`config.mk`:
```
export PLATFORM = sky130hd
export DESIGN_NAME = alu_arbiter
export DESIGN_NICKNAME = d
export VERILOG_FILES = /design/src/rtl/alu_arbiter.sv
export SDC_FILE = /design/constraint.sdc
export NUM_CORES = 1
export LEC_CHECK = 0
export BUFFER_PORTS_ARGS = -buffer_cell sky130_fd_sc_hd__buf_2
export CAP_MARGIN = 20
export CELL_PAD_IN_SITES_DETAIL_PLACEMENT = 0
export CELL_PAD_IN_SITES_GLOBAL_PLACEMENT = 1
export CORE_MARGIN = 3
export CORE_UTILIZATION = 38
export CTS_CLUSTER_DIAMETER = 120
export DETAILED_ROUTE_END_ITERATION = 6
export PLACE_DENSITY = 0.87
export SLEW_MARGIN = 15
export SYNTH_ARGS = -nofsm -noshare
export SYNTH_HDL_FRONTEND = slang
export SYNTH_SLANG_ARGS = --single-unit
```
`constraint.sdc`:
```
create_clock -name clk -period 5.1 [get_ports clk]
set_clock_uncertainty 0.1 [all_clocks]
set_input_delay 1.02 -clock clk [delete_from_list [all_inputs] [get_ports clk]]
set_output_delay 1.02 -clock clk [all_outputs]
set_load 0.01 [all_outputs]
```
`src/rtl/alu_arbiter.sv`:
```
// Two-requester front end for a shared combinational ALU: IDLE -> EXEC -> RESP handshake FSM.
// Arbitration is fixed-priority (requester 0 wins) unless ALU_ARB_ROUND_ROBIN_EN is defined.
module alu_arbiter #(
  parameter int WIDTH = 32
) (
  input  logic             clk,
  input  logic             rst_n,

  input  logic             req0_valid,
  output logic             req0_ready,
  input  logic [WIDTH-1:0] req0_a,
  input  logic [WIDTH-1:0] req0_b,
  input  logic [3:0]       req0_op,

  input  logic             req1_valid,
  output logic             req1_ready,
  input  logic [WIDTH-1:0] req1_a,
  input  logic [WIDTH-1:0] req1_b,
  input  logic [3:0]       req1_op,

  output logic [WIDTH-1:0] alu_a,
  output logic [WIDTH-1:0] alu_b,
  output logic [3:0]       alu_control,
  input  logic [WIDTH-1:0] alu_result,
  input  logic             alu_zero,

  output logic             rsp_valid,
  input  logic             rsp_ready,
  output logic [WIDTH-1:0] rsp_result,
  output logic             rsp_zero,
  output logic             rsp_src
);

  typedef enum logic [1:0] {
    S_IDLE = 2'b00,
    S_EXEC = 2'b01,
    S_RESP = 2'b10
  } state_t;

  state_t           r_state;
  logic [WIDTH-1:0] r_a;
  logic [WIDTH-1:0] r_b;
  logic [3:0]       r_op;
  logic             r_src;
  logic [WIDTH-1:0] r_rsp_result;
  logic             r_rsp_zero;
  logic             r_rsp_src;
  logic             r_rsp_valid;

  logic             w_grant0;
  logic             w_grant1;
  logic             w_idle;
  logic             w_exec;
  logic             w_accept;

`ifdef ALU_ARB_ROUND_ROBIN_EN
  // r_rr_ptr is the index favoured on the next tie, i.e. the complement of the
  // last grant; clearing it to 0 makes the first tie after reset go to requester 0.
  logic r_rr_ptr;

  // NOTE: every output of a combinational block gets a default first so no path leaves it unassigned (no latch).
  always_comb begin
    w_grant0 = 1'b0;
    w_grant1 = 1'b0;
    if (req0_valid && req1_valid) begin
      w_grant0 = ~r_rr_ptr;
      w_grant1 = r_rr_ptr;
    end else begin
      w_grant0 = req0_valid;
      w_grant1 = req1_valid;
    end
  end

  always_ff @(posedge clk or negedge rst_n) begin
    if (!rst_n) begin
      r_rr_ptr <= 1'b0;
    end else if (w_accept) begin
      r_rr_ptr <= w_grant0;
    end
  end
`else
  always_comb begin
    w_grant0 = req0_valid;
    w_grant1 = req1_valid & ~req0_valid;
  end
`endif

  // Ready is gated by rst_n so nothing is offered while reset is held low.
  assign w_idle     = (r_state == S_IDLE) & rst_n;
  assign w_exec     = (r_state == S_EXEC);
  assign req0_ready = w_idle & w_grant0;
  assign req1_ready = w_idle & w_grant1;
  assign w_accept   = req0_ready | req1_ready;

  assign alu_a       = w_exec ? r_a  : '0;
  assign alu_b       = w_exec ? r_b  : '0;
  assign alu_control = w_exec ? r_op : 4'b0000;

  assign rsp_valid  = r_rsp_valid;
  assign rsp_result = r_rsp_result;
  assign rsp_zero   = r_rsp_zero;
  assign rsp_src    = r_rsp_src;

  // NOTE: sequential state uses non-blocking assignments so every register samples pre-edge values.
  always_ff @(posedge clk or negedge rst_n) begin
    if (!rst_n) begin
      r_state      <= S_IDLE;
      r_a          <= '0;
      r_b          <= '0;
      r_op         <= 4'b0000;
      r_src        <= 1'b0;
      r_rsp_result <= '0;
      r_rsp_zero   <= 1'b0;
      r_rsp_src    <= 1'b0;
      r_rsp_valid  <= 1'b0;
    end else begin
      case (r_state)
        S_IDLE: begin
          if (w_accept) begin
            r_a     <= w_grant1 ? req1_a  : req0_a;
            r_b     <= w_grant1 ? req1_b  : req0_b;
            r_op    <= w_grant1 ? req1_op : req0_op;
            r_src   <= w_grant1;
            r_state <= S_EXEC;
          end
        end
        S_EXEC: begin
          r_rsp_result <= alu_result;
          r_rsp_zero   <= alu_zero;
          r_rsp_src    <= r_src;
          r_rsp_valid  <= 1'b1;
          r_state      <= S_RESP;
        end
        S_RESP: begin
          if (rsp_ready) begin
            r_rsp_valid <= 1'b0;
            r_state     <= S_IDLE;
          end
        end
        default: r_state <= S_IDLE;
      endcase
    end
  end

endmodule

```
==> out/qor.yml <==
clocking:
  cts.root.buffer_cell: "clkbuf_16"
  h-tree-depth: 3
  cts_tree: "yes"
  cts_resized: 0
  post_cts.repair.setup_buffers: 0
  ctsHoldBuffers: 0
  clock_sinks: 106
  clock_path_buffers: 2
  clk_transition_reported_paths_ns: 0.07
  cts_made_buffers: 9
  clk_latency_ns: 0.34
pwr:
  pwr-share-seq: 0.439
  internal_power_w: 0.00223
  p_sw_w: 0.000970
  p_leak_nw: 3.67
  p_sw_frac: 0.303
  combPwrFrac: 0.359
  p_clk_frac: 0.203
  power.density_nw_per_um2: 445
  ir_worst_vdd_v: 0.000199
global_routing:
  grt_max_degree: 70
  overflow: 0
  track_usage: 0.161
  grt_pass1_vias: 4187
  grt_pass1_wl_microns: 20700
  antenna_found_initial: 0
sta:
  tns_ns: 0
  setup_ws_ns: 1.79
  final-setup-viol-count: 0
  hold_viol_final: 0
  drv_slew: 0
  relSlewSlack: 0.274
  worst_pin_slew_ns: 1.09
  min_period_over_period: 0.648
  fin_crit_ns: 3.31
  fmax_ghz: 0.303
  rsz0062_at_grt: "false"
route:
  drcViolationCount: 0
  vias_per_cell: 4.66
  wl_microns: 12700
  firstDrtPassIters: 4
  drt.antenna.violating_nets: 0
  via_count: 3873
  wl_per_cell_microns: 15.2
  drt_iter0_markers: 138
worst_setup_path:
  worstPathArrival_ns: 2.19
  critPathMaxStageDelay_ns: 0.43
  crit_path_end_kind: "output pin"
  cp.required_ns: 3.98
  startpoint: "rst_n"
  crit_chain: "buf_4 > nor3b_2 > and2_1 > buf_2"
  critical_path_class: "primary input to output pin"
  rr_startpoint: "r_state[1]$_DFFE_PN0P_"
  start_kind: "primary input"
  path_max_fanout: 44
  slowest_stage: "buf_4"
logic_synthesis:
  yosysMostFrequentCell: "mux2_2"
  synth.avg_cell_area_sq_um: 14.0
  synth-adder-area-share: 0
  synth_compound_area_frac: 0.00417
  synth_top_family_by_area: "multiplexers"
  synth.largest_area_cell: "dfrtp_1"
  yosysWarnings: 0
  ys_ff_latch: 106
  synthTopCellsByArea: "dfrtp_1 49%, mux2_2 27%, mux2_4 11%"
  yosysUniqueCellTypes: 21
  synthFlopType: "dfrtp_1"
  synth_xor_area_frac: 0
  synth_area_sq_um: 5400
  synth_simple_gate_area_frac: 0.0902
  syn_nets: 559
  syn_inst: 385
  synthMuxAreaShare: 0.382
  synthTopCellsByCount: "130 x mux2_2, 106 x dfrtp_1, 69 x and2_1, 40 x mux2_4, 13 x buf_2"
  ys_seq_area_frac: 0.491
  synthArstFlopShare: 1.00
  synth_top_area_share: 0.491
  synth_edf_count: 0
hold_path:
  hold_path.class: "register to register"
  hp-start: "r_b[15]$_DFFE_PN0P_"
floorplanning:
  io_pins: 279
  core_sq_um: 13600
  die_x_microns: 125
  die_h_microns: 125
  initial_core_util: 0.398
  dieArea_sq_um: 15700
  fp-row-count: 42
place:
  dp_hpwl_microns: 9570
  port_buffers: 278
  place_ws_ns: 1.57
  dp.cells: 815
  gp_congestion: 0.800
final_layout:
  final_cells: 832
  antenna_cells: 0
  nNetsFinal: 825
  drive_above_1_share: 0.721
  syn2layout_area_growth_pct: 33.2
run:
  maxCapViolCount: 0
status:
  outcome: "complete, no violations"
[per-layer routing]
| metal | up-vias | wire length (microns) | global-route usage | share of wire |
|---|---|---|---|---|
| li1 | 1859 | - | - | - |
| met1 | 1830 | 5090 | 0.194 | 0.40 |
| met2 | 162 | 6370 | 0.274 | 0.50 |
| met3 | 22 | 935 | 0.0418 | 0.074 |
| met4 | 0 | 272 | 0.0663 | 0.021 |
| met5 | - | 0 | 0 | 0 |
[placed cells by master (no fill, tap or decap), drive strengths merged]
master	n
nand2b	1
nand2	1
clkinvlp	2
buf	282
o21a	1
nor2	1
nor2b	1
nor3b	2
inv	1
and2	69
and3b	1
or2	1
clkbuf	10
clkinv	4
mux2	170
a21oi	3
dfrtp	106
[power by group through the flow]
stage	combinational (W)	clock [W]	sequential, W
floorplan	0.000680	0	0.00144
CTS	0.00117	0.000673	0.00141
detailed placement	0.00117	0	0.00142
global route	0.00125	0.000707	0.00146
global placement	0.00112	0	0.00141
finish	0.00115	0.000649	0.00141
[state kept, by name, indices dropped and copies added (netlist names)]
name and count:
r_a 32, r_b 32, rsp_zero 1, r_op 4
r_state 2, r_src 1, rsp_valid 1, rsp_src 1
rsp_result 32
[worst paths after layout]
check | end | slack [ns] | cells past startpoint
max | req0_ready | 1.79 | 4
min | r_b[15]$_DFFE_PN0P_ | 0.40 | 1
max reg2reg | r_b[15]$_DFFE_PN0P_ | 2.74 | 3
min reg2reg | r_b[15]$_DFFE_PN0P_ | 0.40 | 1
max in group asynchronous | r_a[4]$_DFFE_PN0P_ | 3.13 | 2
min in group asynchronous | r_b[10]$_DFFE_PN0P_ | 0.56 | 1
[per-stage QoR]
stage | power, W | utilization | hold WS [ns] | cell area [sq um]
floorplan | 0.00212 | - | 0.357 | 5400
global placement | 0.00253 | 0.508 | 0.383 | 6890
detailed placement | 0.00258 | 0.508 | 0.386 | 6890
CTS | 0.00325 | 0.529 | 0.403 | 7170
global route | 0.00341 | 0.530 | 0.413 | 7190
finish | 0.00320 | 0.530 | 0.401 | 7190
[cell type report]
| class | instances | area (sq um) |
|---|---|---|
| multi-input combinational | 251 | 2600 |
| timing repair buffer | 282 | 1440 |
| tap | 176 | 220 |
| sequential | 106 | 2650 |
| clock buffer | 10 | 239 |
| clock inverter | 6 | 42.5 |
| inverter | 1 | 3.75 |
| fill | 1181 | 6370 |
[critical path: cells and delay by family]
| kind | cells | cell delay, ns |
|---|---|---|
| simple gates | 2 | 0.57 |
| buf+inv | 2 | 0.56 |
[cell families (layout without fill, tap and decap cells)]
family                 Yosys count  after routing
multiplexers                   170            170
AND/OR/NAND/NOR                 77             77
flip-flops                     106            106
buffers and inverters           28            299
AO/OA/AOI/OAI                    4              4
(Power assumes the default switching activity.)
